File: src/rtl/wb_stage_buffered_if.sv
// wb_stage_buffered_if: memory-stage handshake and register-file write port of the writeback stage
//   in_valid/in_ready        upstream handshake
//   in_opcode..in_pc         retiring instruction fields
//   rf_we/rf_addr/rf_data    register-file write request (head of buffer)
//   rf_ready                 register file accepts the write this cycle
//   master: memory stage + register file side; slave: writeback stage side
interface wb_stage_buffered_if #(
    parameter int DATA_W  = 32,
    parameter int RADDR_W = 4,
    parameter int PC_W    = 5,
    parameter int OP_W    = 5
);
    logic               in_valid;
    logic               in_ready;
    logic [OP_W-1:0]    in_opcode;
    logic [DATA_W-1:0]  in_alu;
    logic [DATA_W-1:0]  in_lmd;
    logic [1:0]         in_size;
    logic               in_unsigned;
    logic [RADDR_W-1:0] in_dest;
    logic [PC_W-1:0]    in_pc;
    logic               rf_we;
    logic [RADDR_W-1:0] rf_addr;
    logic [DATA_W-1:0]  rf_data;
    logic               rf_ready;

    modport master (
        output in_valid, in_opcode, in_alu, in_lmd, in_size, in_unsigned, in_dest, in_pc, rf_ready,
        input  in_ready, rf_we, rf_addr, rf_data
    );

    modport slave (
        input  in_valid, in_opcode, in_alu, in_lmd, in_size, in_unsigned, in_dest, in_pc, rf_ready,
        output in_ready, rf_we, rf_addr, rf_data
    );
endinterface

File: src/rtl/wb_stage_buffered.sv
// wb_stage_buffered: buffered writeback stage with in-order queue, RF backpressure and retire counter
//   clk, rst (async, active-low), flush (sync, drops all buffered entries)
//   bus          : upstream handshake + register-file write port (slave modport)
//   fwd_*        : head entry for forwarding (fwd_valid == rf_we)
//   out_pc/out_opcode : last retired entry; retire_count : wrapping retire counter
module wb_stage_buffered #(
    parameter int DATA_W  = 32,
    parameter int RADDR_W = 4,
    parameter int PC_W    = 5,
    parameter int OP_W    = 5,
    parameter int DEPTH   = 2,
    parameter int CNT_W   = 16,
    parameter logic [OP_W-1:0] OP_NOP  = '0,
    parameter logic [OP_W-1:0] OP_ARSH = OP_W'(8),
    parameter logic [OP_W-1:0] OP_LDW  = OP_W'(9)
) (
    input  logic                clk,
    input  logic                rst,
    input  logic                flush,
    wb_stage_buffered_if.slave  bus,
    output logic                fwd_valid,
    output logic [RADDR_W-1:0]  fwd_addr,
    output logic [DATA_W-1:0]   fwd_data,
    output logic [PC_W-1:0]     out_pc,
    output logic [OP_W-1:0]     out_opcode,
    output logic [CNT_W-1:0]    retire_count
);
    localparam int AW = $clog2(DEPTH);

    logic [DATA_W-1:0]  data_q [DEPTH];
    logic [RADDR_W-1:0] dest_q [DEPTH];
    logic [PC_W-1:0]    pc_q   [DEPTH];
    logic [OP_W-1:0]    op_q   [DEPTH];
    logic [DEPTH-1:0]   wr_q;
    logic [AW-1:0]      rd_q, rd_d, wp_q, wp_d;
    logic [AW:0]        occ_q, occ_d;
    logic [CNT_W-1:0]   cnt_q, cnt_d;
    logic [PC_W-1:0]    out_pc_q, out_pc_d;
    logic [OP_W-1:0]    out_op_q, out_op_d;
    logic               empty, head_wr, enq, deq, is_alu, in_wr, sx_b, sx_h;
    logic [DATA_W-1:0]  lmd_ext, in_data;

    always_comb begin
        sx_b    = bus.in_lmd[7] & ~bus.in_unsigned;
        sx_h    = bus.in_lmd[15] & ~bus.in_unsigned;
        lmd_ext = bus.in_size == 2'b10 ? {{(DATA_W-8){sx_b}}, bus.in_lmd[7:0]} :
                  bus.in_size == 2'b01 ? {{(DATA_W-16){sx_h}}, bus.in_lmd[15:0]} : bus.in_lmd;
        is_alu  = bus.in_opcode > OP_NOP && bus.in_opcode <= OP_ARSH;
        in_wr   = is_alu | (bus.in_opcode == OP_LDW);
        in_data = bus.in_opcode == OP_LDW ? lmd_ext : bus.in_alu;
        empty   = occ_q == '0;
        head_wr = ~empty & wr_q[rd_q];
        // occupancy MSB set means occupancy == DEPTH (power of two)
        enq     = ~flush & bus.in_valid & ~occ_q[AW] & (bus.in_opcode != OP_NOP);
        // non-writing heads retire unconditionally; writing heads wait for the RF
        deq     = ~flush & ~empty & (~wr_q[rd_q] | bus.rf_ready);
        rd_d    = flush ? '0 : deq ? rd_q + AW'(1) : rd_q;
        wp_d    = flush ? '0 : enq ? wp_q + AW'(1) : wp_q;
        occ_d   = flush ? '0 : occ_q + (AW+1)'(enq) - (AW+1)'(deq);
        cnt_d   = deq ? cnt_q + CNT_W'(1) : cnt_q;
        out_pc_d = deq ? pc_q[rd_q] : out_pc_q;
        out_op_d = deq ? op_q[rd_q] : out_op_q;
    end

    always_ff @(posedge clk or negedge rst) begin
        if (!rst) begin
            for (int i = 0; i < DEPTH; i++) begin
                data_q[i] <= '0;
                dest_q[i] <= '0;
                pc_q[i]   <= '0;
                op_q[i]   <= '0;
            end
            wr_q     <= '0;
            rd_q     <= '0;
            wp_q     <= '0;
            occ_q    <= '0;
            cnt_q    <= '0;
            out_pc_q <= '0;
            out_op_q <= '0;
        end else begin
            if (enq) begin
                data_q[wp_q] <= in_data;
                dest_q[wp_q] <= bus.in_dest;
                pc_q[wp_q]   <= bus.in_pc;
                op_q[wp_q]   <= bus.in_opcode;
                wr_q[wp_q]   <= in_wr;
            end
            rd_q     <= rd_d;
            wp_q     <= wp_d;
            occ_q    <= occ_d;
            cnt_q    <= cnt_d;
            out_pc_q <= out_pc_d;
            out_op_q <= out_op_d;
        end
    end

    assign bus.in_ready = ~occ_q[AW];
    assign bus.rf_we    = head_wr;
    assign bus.rf_addr  = dest_q[rd_q];
    assign bus.rf_data  = data_q[rd_q];
    assign fwd_valid    = head_wr;
    assign fwd_addr     = dest_q[rd_q];
    assign fwd_data     = data_q[rd_q];
    assign out_pc       = out_pc_q;
    assign out_opcode   = out_op_q;
    assign retire_count = cnt_q;
endmodule

File: src/flat_wrapper.sv
// flat-port wrapper written by rule: the top's interface ports become plain ports
module wb_stage_buffered_flat 
#(
    parameter int DATA_W  = 32,
    parameter int RADDR_W = 4,
    parameter int PC_W    = 5,
    parameter int OP_W    = 5,
    parameter int DEPTH   = 2,
    parameter int CNT_W   = 16,
    parameter logic [OP_W-1:0] OP_NOP  = '0,
    parameter logic [OP_W-1:0] OP_ARSH = OP_W'(8),
    parameter logic [OP_W-1:0] OP_LDW  = OP_W'(9)
)
  (clk, rst, flush, fwd_valid, fwd_addr, fwd_data, out_pc, out_opcode, retire_count, bus_in_valid, bus_in_opcode, bus_in_alu, bus_in_lmd, bus_in_size, bus_in_unsigned, bus_in_dest, bus_in_pc, bus_rf_ready, bus_in_ready, bus_rf_we, bus_rf_addr, bus_rf_data);
  wb_stage_buffered_if #(.DATA_W(DATA_W), .RADDR_W(RADDR_W), .PC_W(PC_W), .OP_W(OP_W)) bus_i ();
  input  logic clk;
  input  logic rst;
  input  logic flush;
  output logic fwd_valid;
  output logic [RADDR_W-1:0] fwd_addr;
  output logic [DATA_W-1:0] fwd_data;
  output logic [PC_W-1:0] out_pc;
  output logic [OP_W-1:0] out_opcode;
  output logic [CNT_W-1:0] retire_count;
  input wire logic [$bits(bus_i.in_valid)-1:0] bus_in_valid;
  input wire logic [$bits(bus_i.in_opcode)-1:0] bus_in_opcode;
  input wire logic [$bits(bus_i.in_alu)-1:0] bus_in_alu;
  input wire logic [$bits(bus_i.in_lmd)-1:0] bus_in_lmd;
  input wire logic [$bits(bus_i.in_size)-1:0] bus_in_size;
  input wire logic [$bits(bus_i.in_unsigned)-1:0] bus_in_unsigned;
  input wire logic [$bits(bus_i.in_dest)-1:0] bus_in_dest;
  input wire logic [$bits(bus_i.in_pc)-1:0] bus_in_pc;
  input wire logic [$bits(bus_i.rf_ready)-1:0] bus_rf_ready;
  output wire logic [$bits(bus_i.in_ready)-1:0] bus_in_ready;
  output wire logic [$bits(bus_i.rf_we)-1:0] bus_rf_we;
  output wire logic [$bits(bus_i.rf_addr)-1:0] bus_rf_addr;
  output wire logic [$bits(bus_i.rf_data)-1:0] bus_rf_data;
  assign bus_i.in_valid = bus_in_valid;
  assign bus_i.in_opcode = bus_in_opcode;
  assign bus_i.in_alu = bus_in_alu;
  assign bus_i.in_lmd = bus_in_lmd;
  assign bus_i.in_size = bus_in_size;
  assign bus_i.in_unsigned = bus_in_unsigned;
  assign bus_i.in_dest = bus_in_dest;
  assign bus_i.in_pc = bus_in_pc;
  assign bus_i.rf_ready = bus_rf_ready;
  assign bus_in_ready = bus_i.in_ready;
  assign bus_rf_we = bus_i.rf_we;
  assign bus_rf_addr = bus_i.rf_addr;
  assign bus_rf_data = bus_i.rf_data;
  wb_stage_buffered #(.DATA_W(DATA_W), .RADDR_W(RADDR_W), .PC_W(PC_W), .OP_W(OP_W), .DEPTH(DEPTH), .CNT_W(CNT_W), .OP_NOP(OP_NOP), .OP_ARSH(OP_ARSH), .OP_LDW(OP_LDW)) u_core (.clk(clk), .rst(rst), .flush(flush), .bus(bus_i), .fwd_valid(fwd_valid), .fwd_addr(fwd_addr), .fwd_data(fwd_data), .out_pc(out_pc), .out_opcode(out_opcode), .retire_count(retire_count));
endmodule
File: config.mk
export PLATFORM = sky130hd
export DESIGN_NAME = wb_stage_buffered_flat
export DESIGN_NICKNAME = d
export VERILOG_FILES = /design/src/rtl/wb_stage_buffered_if.sv /design/src/rtl/wb_stage_buffered.sv /design/src/flat_wrapper.sv
export SDC_FILE = /design/constraint.sdc
export NUM_CORES = 1
export LEC_CHECK = 0
export CAP_MARGIN = 20
export CORE_MARGIN = 1.5
export CORE_UTILIZATION = 57
export DETAILED_ROUTE_END_ITERATION = 12
export DONT_BUFFER_PORTS = 1
export PLACE_DENSITY = 0.83
export SKIP_LAST_GASP = 1
export SYNTH_ARGS = -nofsm -noshare
export SYNTH_HDL_FRONTEND = slang
export SYNTH_SLANG_ARGS = --single-unit
File: constraint.sdc
create_clock -name clk -period 2.3 [get_ports clk]
set_clock_uncertainty 0.05 [all_clocks]
set_input_delay 0.69 -clock clk [delete_from_list [all_inputs] [get_ports clk]]
set_output_delay 0.69 -clock clk [all_outputs]
set_load 0.005 [all_outputs]
==> results_dict.tcl <==
set metrics [dict create \
    cp_num_buf_inv 2 \
    final_common_cell "dfrtp_1" \
    final_cell_mix "dfrtp_1, nand2_1, o21ai_0, mux2_2, buf_4" \
    violations "hold timing, setup timing" \
    outcome "finished with violations" \
    syn_area_um2 6070 \
    async_flop_share_pct 100 \
    clkTransAtPathRegs_ns 0.06 \
    cts_buffer_depth 2 \
    drc 0 \
    syn_nets 657 \
    worstSetupEndpointType "primary output" \
    reg2reg_depth 9 \
    ys_warn_count 0 \
    cts.sinks 124 \
    place_hpwl_mm 9.08 \
    die-height_um 106 \
    coreArea_um2 10300 \
    ys_seq_area_share_pct 51.2 \
    clk-insertion-delay-late_ns 0.51 \
    cts_root_buffer "clkbuf_8" \
    nNetsFinal 636 \
    htreeDepth 4 \
    setup_viol 2 \
    grt_usage_pct 24.2 \
    post-route-period-util_pct 100 \
    p_per_area_nw_per_um2 1260 \
    path_depth 3 \
    crit_path_top_delay_cell "dfrtp_2" \
    period_needed_ns 2.30 \
    ios 187 \
    routabilityCongestion 0.765 \
    numCtsBuffers 17 \
    hold_class "input port to asynchronous set/reset pin" \
    ys_ff_latch 124 \
    drt_wl_total_mm 13.5 \
    vias 4082 \
    finalHoldViolCount 124 \
    drt_iter0_drc 254 \
    worstPathArrival_ns 1.56 \
    grt_antenna_before_repair 0 \
    rsz0062_at_grt "yes" \
    crit_required_ns 1.56 \
    antenna_cells 0 \
    area_growth_pct 13.6 \
    drv_slew 0 \
    drv_cap 0 \
    first_pass_iters 4 \
    initial_utilization_pct 58.8 \
    ir_worst_vdd_uv 745 \
    fill_cells 758 \
    post-place-ws_ns -0.155 \
    cp_cell_sequence "buf_12 -> clkbuf_16 -> mux2_4" \
    grt_pass1_vias 4094 \
    path_class "flip-flop to primary output" \
    cts_tree "built" \
    dieArea_um2 11300 \
    relSlewSlack_pct 29.4 \
    antenna_left 0 \
    synth_cells 568 \
    grt_start_max_net_pins 125 \
    grt_pass1_wl_mm 20.9 \
    max_freq_ghz 0.435 \
    synth_area_per_cell_um2 10.7 \
    synth-edff-count 0 \
    crit_fanout 7 \
    total_power_mw 8.71 \
    overflow 0 \
    ys_types 41 \
    die_w_um 106 \
    numPortBuffers 0 \
    slowest_delay_ns 0.41 \
    ys.flop_type "dfrtp_1" \
    place_inst 660 \
    hold_slack_ns -0.177 \
    drt-vias-per-instance 5.86 \
    layout-drive-gt1-share_pct 25.9 \
    power.leakage_nw 3.09 \
    start_kind "flip-flop" \
    rows 37 \
    stdcell_area_um2 6890 \
    routedWlPerCell_um 19.4 \
    place_area_um2 6110 \
    worstMarginPinSlew_ns 1.04 \
    layoutNonFillerInstCount 696 \
    worst_slack_ns -0.000104 \
    utilization_pct 66.8 \
    critPathTopFamily "flip-flops" \
    setup_tns_ns -0.000201 \
]
## final timing paths
| path | endpoint | startpoint | slack [ns] |
|---|---|---|---|
| worst max-delay path | bus_rf_data[27] | u_core.rd_q | -0.0001 |
| worst min-delay path | u_core.pc_q[3] | rst | -0.18 |
| worst max register to register | u_core.occ_q[1] | u_core.rd_q | 0.22 |
| worst min register to register | u_core.data_q[14] | u_core.data_q[14] | 0.42 |
| max in group asynchronous | u_core.data_q[17] | rst | 2.24 |
| min in group clk | u_core.wp_q | flush | 0.19 |
## worst register-to-register path: stages (launching register included)
cell,delay (ns)
dfrtp_2,0.41
buf_12,0.15
mux2i_1,0.17
o21bai_2,0.38
inv_1,0.09
ha_1,0.28
inv_1,0.04
ha_1,0.19
xnor2_1,0.15
nor2_1,0.06
## metal layers
layer  part of all wire [%]  routed length [µm]  global-route usage, %  vias up
li1                       -                   -                      -     1899
met2                     51                6950                   40.1      147
met1                     40                5450                   29.9     2011
met4                    2.3                 316                   9.85        0
met3                    5.8                 778                   6.50       25
met5                      0                   0                      0        -
## state kept, by name, indices dropped and copies added (netlist names), 2 cells and up
name and flops:
u_core.out_opcode 5, u_core.op_q 10, u_core.occ_q 2, u_core.retire_count 16, u_core.wr_q 2, u_core.dest_q 8
u_core.data_q 64, u_core.out_pc 5, u_core.pc_q 10
## Yosys cell counts, types with 5 or more instances
cell	number	share of area, %
a2111oi_0	8	1.2
nor3_1	6	0.50
mux2i_1	19	3.1
buf_2	5	0.41
nand3_1	8	0.66
nand2_1	90	5.6
dfrtp_1	124	51
nor2_1	5	0.31
inv_1	7	0.43
o21bai_1	10	1.2
xor2_1	15	2.2
mux2_2	61	11
o22ai_1	6	0.62
o22ai_2	9	1.9
buf_4	39	4.8
clkbuf_1	23	1.4
and2_1	16	1.7
o21ai_1	18	1.5
nor4_1	5	0.52
o21ai_0	60	5.0
## kinds of logic after synthesis
kind of cell	after synthesis	synth area share [%]
AOI/OAI and AO/OA	120	12.7
xor gates and xnor gates	18	2.60
adders and majority gates	3	0.619
buffers and inverters	79	7.53
DFF	124	51.2
muxes	80	14.5
and+or+nand+nor	144	10.9
## report_power, final
group	total, mW	switching, mW	leakage (nW)	internal [mW]
sequential	3.56	0.535	1.56	3.03
clock	2.70	0.989	0.279	1.71
combinational	2.45	1.23	1.25	1.22
total	8.71	2.75	3.09	5.96
## timing repair
item                                   in CTS  in global routing
setup endpoints to repair                  52                 72
setup buffers                               0                  1
gates cloned                                0                  3
endpoints found under the hold margin     124                124
gates resized for setup                     3                 22
## final cells by class
| class | instances | area [µm²] | area share (%) |
|---|---|---|---|
| Inverter | 7 | 26.3 | 0.381 |
| Clock inverter | 13 | 166 | 2.41 |
| Multi-Input combinational cell | 365 | 2610 | 37.8 |
| Timing Repair Buffer | 32 | 379 | 5.50 |
| Tap cell | 136 | 170 | 2.47 |
| Clock buffer | 19 | 442 | 6.41 |
| Sequential cell | 124 | 3100 | 45.0 |
Power figures use the tool's default switching activity.
